## src/rtl/router_arb_pkg.sv

```systemverilog
// Shared types and constants for the router source arbiter.
// Header byte layout: destination address in [1:0], payload length in [7:2].
package router_arb_pkg;

  localparam int DATA_W       = 8;
  localparam int HDR_ADDR_LSB = 0;
  localparam int HDR_ADDR_MSB = 1;
  localparam int HDR_LEN_LSB  = 2;
  localparam int HDR_LEN_MSB  = 7;

  typedef enum logic {
    ARB_IDLE,
    ARB_GRANT
  } arb_state_e;

  typedef struct packed {
    logic [HDR_LEN_MSB-HDR_LEN_LSB:0]   len;
    logic [HDR_ADDR_MSB-HDR_ADDR_LSB:0] addr;
  } pkt_hdr_t;

  function automatic pkt_hdr_t hdr_decode(input logic [DATA_W-1:0] b);
    return pkt_hdr_t'(b);
  endfunction

endpackage

```

## src/rtl/router_rr_picker.sv

```systemverilog
// Combinational round-robin picker: first requester at or after ptr_i,
// wrapping modulo NUM_SRC. Produces one-hot and binary winner.
module router_rr_picker
  import router_arb_pkg::*;
#(
  parameter int NUM_SRC = 4,
  parameter int IDX_W   = $clog2(NUM_SRC)
) (
  input  logic [NUM_SRC-1:0] req_i,
  input  logic [IDX_W-1:0]   ptr_i,
  output logic [NUM_SRC-1:0] win_oh_o,
  output logic [IDX_W-1:0]   win_idx_o,
  output logic               any_o
);

  always_comb begin
    win_oh_o  = '0;
    win_idx_o = '0;
    any_o     = 1'b0;
    for (int k = 0; k < NUM_SRC; k++) begin
      int idx;
      // ptr_i < NUM_SRC, so a single subtraction wraps the search index
      idx = int'(ptr_i) + k;
      if (idx >= NUM_SRC) idx = idx - NUM_SRC;
      if (!any_o && req_i[idx]) begin
        any_o         = 1'b1;
        win_idx_o     = IDX_W'(idx);
        win_oh_o[idx] = 1'b1;
      end
    end
  end

endmodule

```

## src/rtl/router_src_arbiter.sv

```systemverilog
// Round-robin packet arbiter sharing the router input port among NUM_SRC sources.
// Optional stall watchdog enabled by defining ARB_WATCHDOG_EN.
module router_src_arbiter
  import router_arb_pkg::*;
#(
  parameter int NUM_SRC     = 4,
  parameter int WDOG_CYCLES = 1024
) (
  input  logic                      clock,
  input  logic                      resetn,
  input  logic [NUM_SRC-1:0]        src_pkt_valid,
  input  logic [DATA_W*NUM_SRC-1:0] src_data,
  output logic [NUM_SRC-1:0]        src_busy,
  input  logic                      busy,
  output logic                      pkt_valid,
  output logic [DATA_W-1:0]         data_in,
  output logic [NUM_SRC-1:0]        grant,
  output logic                      wdog_timeout
);

  localparam int IDX_W = $clog2(NUM_SRC);

  if (NUM_SRC < 2 || NUM_SRC > 8 || WDOG_CYCLES < 1) begin : g_bad_cfg
    $error("router_src_arbiter: NUM_SRC must be 2..8 and WDOG_CYCLES >= 1");
  end

  arb_state_e          state_q, state_d;
  logic [NUM_SRC-1:0]  grant_q, grant_d;
  logic [IDX_W-1:0]    gidx_q, gidx_d;
  logic [IDX_W-1:0]    rr_ptr_q, rr_ptr_d;

  logic [NUM_SRC-1:0]  pick_oh;
  logic [IDX_W-1:0]    pick_idx;
  logic                pick_any;
  logic [DATA_W-1:0]   src_byte [NUM_SRC];

  router_rr_picker #(
    .NUM_SRC (NUM_SRC),
    .IDX_W   (IDX_W)
  ) u_picker (
    .req_i     (src_pkt_valid),
    .ptr_i     (rr_ptr_q),
    .win_oh_o  (pick_oh),
    .win_idx_o (pick_idx),
    .any_o     (pick_any)
  );

  // grant_q is zero outside GRANT, so every source sees busy=1 while idle
  for (genvar i = 0; i < NUM_SRC; i++) begin : g_src
    assign src_byte[i] = src_data[i*DATA_W +: DATA_W];
    assign src_busy[i] = grant_q[i] ? busy : 1'b1;
  end

  assign grant = grant_q;

  always_comb begin
    state_d   = state_q;
    grant_d   = grant_q;
    gidx_d    = gidx_q;
    rr_ptr_d  = rr_ptr_q;
    pkt_valid = 1'b0;
    data_in   = '0;
    case (state_q)
      ARB_IDLE: begin
        if (pick_any) begin
          grant_d  = pick_oh;
          gidx_d   = pick_idx;
          rr_ptr_d = (pick_idx == IDX_W'(NUM_SRC-1)) ? '0 : pick_idx + 1'b1;
          state_d  = ARB_GRANT;
        end
      end
      ARB_GRANT: begin
        pkt_valid = src_pkt_valid[gidx_q];
        data_in   = src_byte[gidx_q];
        // parity byte (valid low) accepted by the router ends the packet
        if (!src_pkt_valid[gidx_q] && !busy) begin
          grant_d = '0;
          state_d = ARB_IDLE;
        end
      end
      default: begin
        grant_d = '0;
        state_d = ARB_IDLE;
      end
    endcase
  end

  always_ff @(posedge clock or negedge resetn) begin
    if (!resetn) begin
      state_q  <= ARB_IDLE;
      grant_q  <= '0;
      gidx_q   <= '0;
      rr_ptr_q <= '0;
    end else begin
      state_q  <= state_d;
      grant_q  <= grant_d;
      gidx_q   <= gidx_d;
      rr_ptr_q <= rr_ptr_d;
    end
  end

`ifdef ARB_WATCHDOG_EN
  localparam int WD_W = $clog2(WDOG_CYCLES + 1);

  logic [WD_W-1:0] wd_cnt_q, wd_cnt_d;
  logic            wd_to_q, wd_to_d;

  // counts consecutive stalled GRANT cycles; saturates, flag is sticky
  always_comb begin
    wd_cnt_d = '0;
    wd_to_d  = wd_to_q;
    if (state_q == ARB_GRANT && busy) begin
      wd_cnt_d = (wd_cnt_q == WD_W'(WDOG_CYCLES)) ? wd_cnt_q : wd_cnt_q + 1'b1;
      if (wd_cnt_q >= WD_W'(WDOG_CYCLES - 1)) wd_to_d = 1'b1;
    end
  end

  always_ff @(posedge clock or negedge resetn) begin
    if (!resetn) begin
      wd_cnt_q <= '0;
      wd_to_q  <= 1'b0;
    end else begin
      wd_cnt_q <= wd_cnt_d;
      wd_to_q  <= wd_to_d;
    end
  end

  assign wdog_timeout = wd_to_q;
`else
  assign wdog_timeout = 1'b0;
`endif

endmodule

```

## config.mk

```make
export PLATFORM = sky130hd
export DESIGN_NAME = router_src_arbiter
export DESIGN_NICKNAME = d
export VERILOG_FILES = /design/src/rtl/router_arb_pkg.sv /design/src/rtl/router_rr_picker.sv /design/src/rtl/router_src_arbiter.sv
export SDC_FILE = /design/constraint.sdc
export NUM_CORES = 1
export LEC_CHECK = 0
export CAP_MARGIN = 30
export CORE_ASPECT_RATIO = 0.8
export CORE_MARGIN = 4
export CORE_UTILIZATION = 43
export CTS_CLUSTER_DIAMETER = 30
export DETAILED_ROUTE_END_ITERATION = 6
export GPL_TIMING_DRIVEN = 0
export PLACE_DENSITY_LB_ADDON = 0.08
export RECOVER_POWER = 100
export SYNTH_ARGS = -nofsm -noshare
export SYNTH_HDL_FRONTEND = slang
export SYNTH_SLANG_ARGS = --single-unit
```

## constraint.sdc

```tcl
create_clock -name clock -period 3.6 [get_ports clock]
set_input_delay 0.54 -clock clock [delete_from_list [all_inputs] [get_ports clock]]
set_output_delay 0.54 -clock clock [all_outputs]
set_load 0.005 [all_outputs]
```

* Yosys cells after proc, flatten, opt, wreduce, memory -nomap -nowiden
Cells that the tools add are included.
Cells by class: $add $sub $neg 8, $mul 0, div/mod/pow operators 0, magnitude comparators 14, equal/unequal tests 3, shift operators 0, muxes and demuxes 54, bitwise gates (word level) 5, reduce and logical (&&, ||, !) cells 15
Operators by type and width (number):
- $ge A32 B1 Y1 const B | 4
- $lt A32 B4 Y1 const B | 4
- $mux W32 | 4
- $ge A32 B4 Y1 const B | 3
- $sub A32 B4 Y32 const B | 3
- $mux W1 | 24
- $mux W4 | 6
- $mux W8 | 3
- $bmux W8 S2 | 1
- $or A4 B4 Y4 | 3
- $bmux W1 S2 | 5
- $mux W2 | 5
- $demux W1 S2 | 4
- $logic_and A1 B1 Y1 | 8
- $pmux W4 S2 | 1
- $add A2 B2 Y3 const B | 2
- $logic_not A1 Y1 | 5
- $reduce_and A2 Y1 | 2
- $sub A2 B3 Y4 const B | 1
- $add A2 B1 Y3 const B | 1
- $ge A2 B3 Y1 const B | 1
- $ge A3 B3 Y1 const B | 1
- $lt A2 B3 Y1 const B | 1
- $not A2 Y3 | 1
- 6 further kinds | 6
Storage, ports and cells: bits in registers 9, latch bits 0, RAM bits 0, ROM bits 0, output and inout port bits 18, word-level logic and storage cells 103, memories 0

* Depth between registers and ports, before layout
depth after elaboration 17, depth in mapped cells 9, depth with buffers taken out 7

* Cells and area by module
A second synthesis with hierarchy kept.
Unflattened totals: cells, all modules 120, area total of the unflattened synthesis 1184.9 um^2
Modules (own cells, without submodules):
- router_src_arbiter | instances 1, cells each 72, area each 724.4 um^2
- router_rr_picker | instances 1, cells each 48, area each 460.4 um^2

* Least setup slack after synthesis
No wires, ideal clock.
path type reg2reg, from register (tool-made name), to register grant_q[1] (netlist: grant[1]), library setup time 0.126 ns, arrival time 2.221 ns, data required time 3.474 ns, slack 1.253 ns, stages on the path, launching flop included 9, path buffers 2, period minus slack after synthesis 2.347 ns, cells stage by stage dfrtp_1 buf_6 inv_1 ha_1 buf_6 mux4_2 a221oi_2 a211oi_1 a221o_1
RTL lines:
- to (signal assigned) | RTL line router_src_arbiter.sv:96 | grant_q <= grant_d;
- to (decl) | RTL line router_src_arbiter.sv:28 | logic [NUM_SRC-1:0] grant_q, grant_d;

==> flow_metrics.env <==
export IMPL_clock_power_share=0.069
export IMPL_routedWlPerCell_um=16.4
export IMPL_floorplan_die_area_mm2=0.00344
export IMPL_numPlacedInstances=191
export IMPL_startpoint_type="flop"
export IMPL_seqPwrFrac=0.164
export IMPL_max_slew_worst_pin_slew_ps=565
export IMPL_finalHoldViolations=0
export IMPL_synthesis_stage_register_bit_count=9
export IMPL_crit_path_max_fanout=9
export IMPL_intPower_mw=0.661
export IMPL_syn_num_nets=145
export IMPL_pd_cells_mw_per_mm2=680
export IMPL_critical_path_cell_chain="clkbuf_1 -> inv_1 -> ha_1 -> buf_6 -> mux4_2 -> a221oi_1 -> nor3_1 -> a221o_1"
export IMPL_pin_count_of_the_biggest_net_entering_global_routing=11
export IMPL_unrepaired_setup_endpoints_after_global_routing="false"
export IMPL_antenna_violating_nets_post_route=0
export IMPL_die_width_um=64.6
export IMPL_viasPerCell=5.48
export IMPL_fp_coreArea_mm2=0.00244
export IMPL_synth_cell_type_count=41
export IMPL_max_cap_viol_count=0
export IMPL_netlist_instances=102
export IMPL_avgSynthCellArea_um2=10.8
export IMPL_grt_overflow_total=0
export IMPL_finish_net_count=203
export IMPL_dp_final_hpwl_um=2650
export IMPL_antenna_violations_before_repair=0
export IMPL_rows=16
export IMPL_layout_fillers=211
export IMPL_finalSetupTns_ps=0
export IMPL_timing_final_setup_violations=0
export IMPL_placedInstanceArea_mm2=0.00168
export IMPL_power_net_switching_mw=0.476
export IMPL_grt_use_total=0.188
export IMPL_setup_worst_path_end_class="flop"
export IMPL_worst_ep_arrival_time_ps=3190
export IMPL_finalWorstPathRequiredPeriod_ps=3050
export IMPL_relSlewSlack=0.623
export IMPL_power_combinational_fraction=0.767
export IMPL_synth_sequential_area_ratio=0.205
export IMPL_hold_buf_count_cts=0
export IMPL_crit_slowest_cell="sky130_fd_sc_hd__mux4_2"
export IMPL_detail_route_iter0_violations=31
export IMPL_proportion_of_layout_cells_with_a_drive_suffix_above_1=0.157
export IMPL_run_status="completed"
export IMPL_post_cts_resized_instances=0
export IMPL_globalplace_congestion=0.885
export IMPL_tritoncts_num_buffers=3
export IMPL_criticalPathCategory="reg2reg"
export IMPL_detail_route_first_pass_iterations=4
export IMPL_timing_clock_skew_ps=4.75
export IMPL_cts_tree="yes"
export IMPL_grt_pass1_vias=1016
export IMPL_synth_warning_count=0
export IMPL_routed_wl_um=3200
export IMPL_max_freq_mhz=328
export IMPL_worst_setup_hold_path_clk_slew_ps=60
export IMPL_cts_htree_levels=1
export IMPL_instances_no_fill=195
export IMPL_grt_pass1_wl_um=4950
export IMPL_io_buffer_count=53
export IMPL_worstHoldPathType="reg2reg"
export IMPL_p_sw_frac=0.419
export IMPL_timing_final_crit_share=0.847
export IMPL_fin_area_mm2=0.00167
export IMPL_p_leak_nw=0.660
export IMPL_critical_path_max_stage_delay_ps=600
export IMPL_cts_repair_timing_setup_buffer_count=0
export IMPL_detail_route_drc_violations=0
export IMPL_fin_total_pwr_mw=1.14
export IMPL_clk_root_buffer_cell="sky130_fd_sc_hd__clkbuf_4"
export IMPL_cts_buffer_depth=2
export IMPL_n_antenna_cell=0
export IMPL_syn_to_final_growth_pct=51.9
export IMPL_mappedNetlistArea_mm2=0.00110
export IMPL_die_height_um=53.3
export IMPL_vias=1069
export IMPL_floorplan_io_pins=57
export IMPL_floorplan_initialDensity=0.451
export IMPL_vdd_ir_drop_max_mv=0.559
export IMPL_numClockSinks=9
export IMPL_maxSlewViolCount=0
export IMPL_crit_required_ps=3740
export IMPL_clkLatencyLatePin_ps=260
==> critical path: cells and delay by family, from the launching register on <==
family	cells	cell delay, ps
AO/OA/AOI/OAI	2	630
flip-flops	1	390
AND/OR/NAND/NOR	1	110
buffers and inverters	3	830
multiplexers	1	600
adder cells (fa/ha/maj)	1	360
==> per-layer routing <==
layer	vias up	routed length, µm	GRT usage
li1	509	-	-
met1	527	1420	0.247
met2	31	1610	0.322
met3	2	170	0.0255
met4	0	6	0.0632
met5	-	0	0
==> cells by family (layout without fill, tap and decap cells) <==
group           Yosys count  after routing  share of synthesized area
compound gates           26             26                      0.206
xor+xnor                  1              1                    0.00796
fa+ha+maj                 4              4                     0.0455
buf+inv                  12             69                     0.0670
flops                     9              9                      0.205
mux                      18             18                      0.293
other cells               1              1                    0.00341
simple gates             31             31                      0.173
==> power groups by stage <==
stage / sequential [mW] / combinational, mW / clock, mW
2_1_floorplan: 0.177 / 0.636 / 0
3_3_place_gp: 0.185 / 0.921 / 0
3_5_place_dp: 0.186 / 0.952 / 0
4_1_cts: 0.187 / 0.954 / 0.0820
5_1_grt: 0.192 / 0.944 / 0.0847
6_report: 0.187 / 0.873 / 0.0783
==> layout by cell type (no fill, tap or decap), types with 2 or more instances in the layout <==
cell type,instances
sky130_fd_sc_hd__a211o_1,2
sky130_fd_sc_hd__a211oi_1,2
sky130_fd_sc_hd__a21o_1,3
sky130_fd_sc_hd__a21oi_1,3
sky130_fd_sc_hd__a221o_1,3
sky130_fd_sc_hd__a221oi_1,3
sky130_fd_sc_hd__and2_1,9
sky130_fd_sc_hd__buf_6,2
sky130_fd_sc_hd__clkbuf_1,4
sky130_fd_sc_hd__clkbuf_4,3
sky130_fd_sc_hd__clkdlybuf4s50_1,34
sky130_fd_sc_hd__dfrtp_1,9
sky130_fd_sc_hd__dlygate4sd3_1,19
sky130_fd_sc_hd__ha_1,4
sky130_fd_sc_hd__inv_1,4
sky130_fd_sc_hd__mux2i_1,5
sky130_fd_sc_hd__mux4_2,11
sky130_fd_sc_hd__nand2b_1,4
sky130_fd_sc_hd__nor2_1,6
sky130_fd_sc_hd__nor2b_1,3
sky130_fd_sc_hd__nor3_1,2
sky130_fd_sc_hd__o21ai_0,2
==> layout make-up <==
| class | instances | area, µm² | area share |
|---|---|---|---|
| multi-input combinational | 81 | 779 | 0.466 |
| timing repair buffer | 53 | 531 | 0.317 |
| sequential | 9 | 225 | 0.135 |
| buffer | 8 | 51.3 | 0.0307 |
| tap | 36 | 45.0 | 0.0269 |
| clock buffer | 4 | 26.3 | 0.0157 |
| inverter | 4 | 15.0 | 0.00898 |
==> synth_stat cells <==
| cell | number | area share |
|---|---|---|
| sky130_fd_sc_hd__mux4_2 | 11 | 0.23 |
| sky130_fd_sc_hd__and2_1 | 9 | 0.051 |
| sky130_fd_sc_hd__dfrtp_1 | 9 | 0.20 |
| sky130_fd_sc_hd__nor2_1 | 6 | 0.020 |
| sky130_fd_sc_hd__mux2i_1 | 5 | 0.045 |
| sky130_fd_sc_hd__ha_1 | 4 | 0.045 |
| sky130_fd_sc_hd__inv_1 | 4 | 0.014 |
| sky130_fd_sc_hd__nand2b_1 | 4 | 0.023 |
| sky130_fd_sc_hd__a21o_1 | 3 | 0.020 |
| sky130_fd_sc_hd__a21oi_1 | 3 | 0.014 |
| sky130_fd_sc_hd__a221o_1 | 3 | 0.027 |
| sky130_fd_sc_hd__a221oi_2 | 3 | 0.041 |
| sky130_fd_sc_hd__buf_6 | 3 | 0.031 |
| sky130_fd_sc_hd__nor2b_1 | 3 | 0.017 |
| sky130_fd_sc_hd__a211o_1 | 2 | 0.016 |
| sky130_fd_sc_hd__a211oi_1 | 2 | 0.014 |
| sky130_fd_sc_hd__clkbuf_1 | 2 | 0.0068 |
| sky130_fd_sc_hd__nor3_1 | 2 | 0.0091 |
| sky130_fd_sc_hd__o21ai_2 | 2 | 0.016 |
| sky130_fd_sc_hd__a2111oi_0 | 1 | 0.0080 |
| sky130_fd_sc_hd__a21oi_2 | 1 | 0.0080 |
| sky130_fd_sc_hd__a31oi_1 | 1 | 0.0057 |
| sky130_fd_sc_hd__a32o_1 | 1 | 0.0091 |
| sky130_fd_sc_hd__buf_2 | 1 | 0.0045 |
| sky130_fd_sc_hd__buf_4 | 1 | 0.0068 |
| sky130_fd_sc_hd__clkbuf_2 | 1 | 0.0045 |
| sky130_fd_sc_hd__conb_1 | 1 | 0.0034 |
| sky130_fd_sc_hd__mux2_2 | 1 | 0.010 |
| sky130_fd_sc_hd__mux2i_2 | 1 | 0.012 |
| sky130_fd_sc_hd__nand2_1 | 1 | 0.0034 |
| sky130_fd_sc_hd__nand3b_1 | 1 | 0.0068 |
| sky130_fd_sc_hd__nand4_1 | 1 | 0.0057 |
| sky130_fd_sc_hd__nor2b_4 | 1 | 0.012 |
| sky130_fd_sc_hd__nor3_2 | 1 | 0.0091 |
| sky130_fd_sc_hd__nor3b_1 | 1 | 0.0068 |
| sky130_fd_sc_hd__o2111ai_1 | 1 | 0.0080 |
| sky130_fd_sc_hd__o21ai_0 | 1 | 0.0045 |
| sky130_fd_sc_hd__o2bb2ai_1 | 1 | 0.0080 |
| sky130_fd_sc_hd__o31ai_1 | 1 | 0.0068 |
| sky130_fd_sc_hd__or3b_1 | 1 | 0.0080 |
| sky130_fd_sc_hd__xnor2_1 | 1 | 0.0080 |
==> path summary, 6_finish.rpt <==
kind,to,cells after the start,slack [ps],from
setup / recovery,grant[0],8,550,flop
setup reg to reg,grant[0],8,550,flop
hold reg to reg,grant[1],1,540,grant[1]
min in group asynchronous,gidx_q[0],1,640,resetn
max in group asynchronous,asynchronous set/reset pin,1,2670,resetn
hold / removal,grant[1],1,540,grant[1]
==> metrics by stage <==
step / utilization / hold WS, ps / setup WS, ps
2_1_floorplan: - / 244 / 1250
3_3_place_gp: 0.686 / 539 / 820
3_5_place_dp: 0.686 / 533 / 794
4_1_cts: 0.697 / 547 / 792
5_1_grt: 0.685 / 556 / 363
6_report: 0.685 / 537 / 551
(Power assumes the default switching activity.)
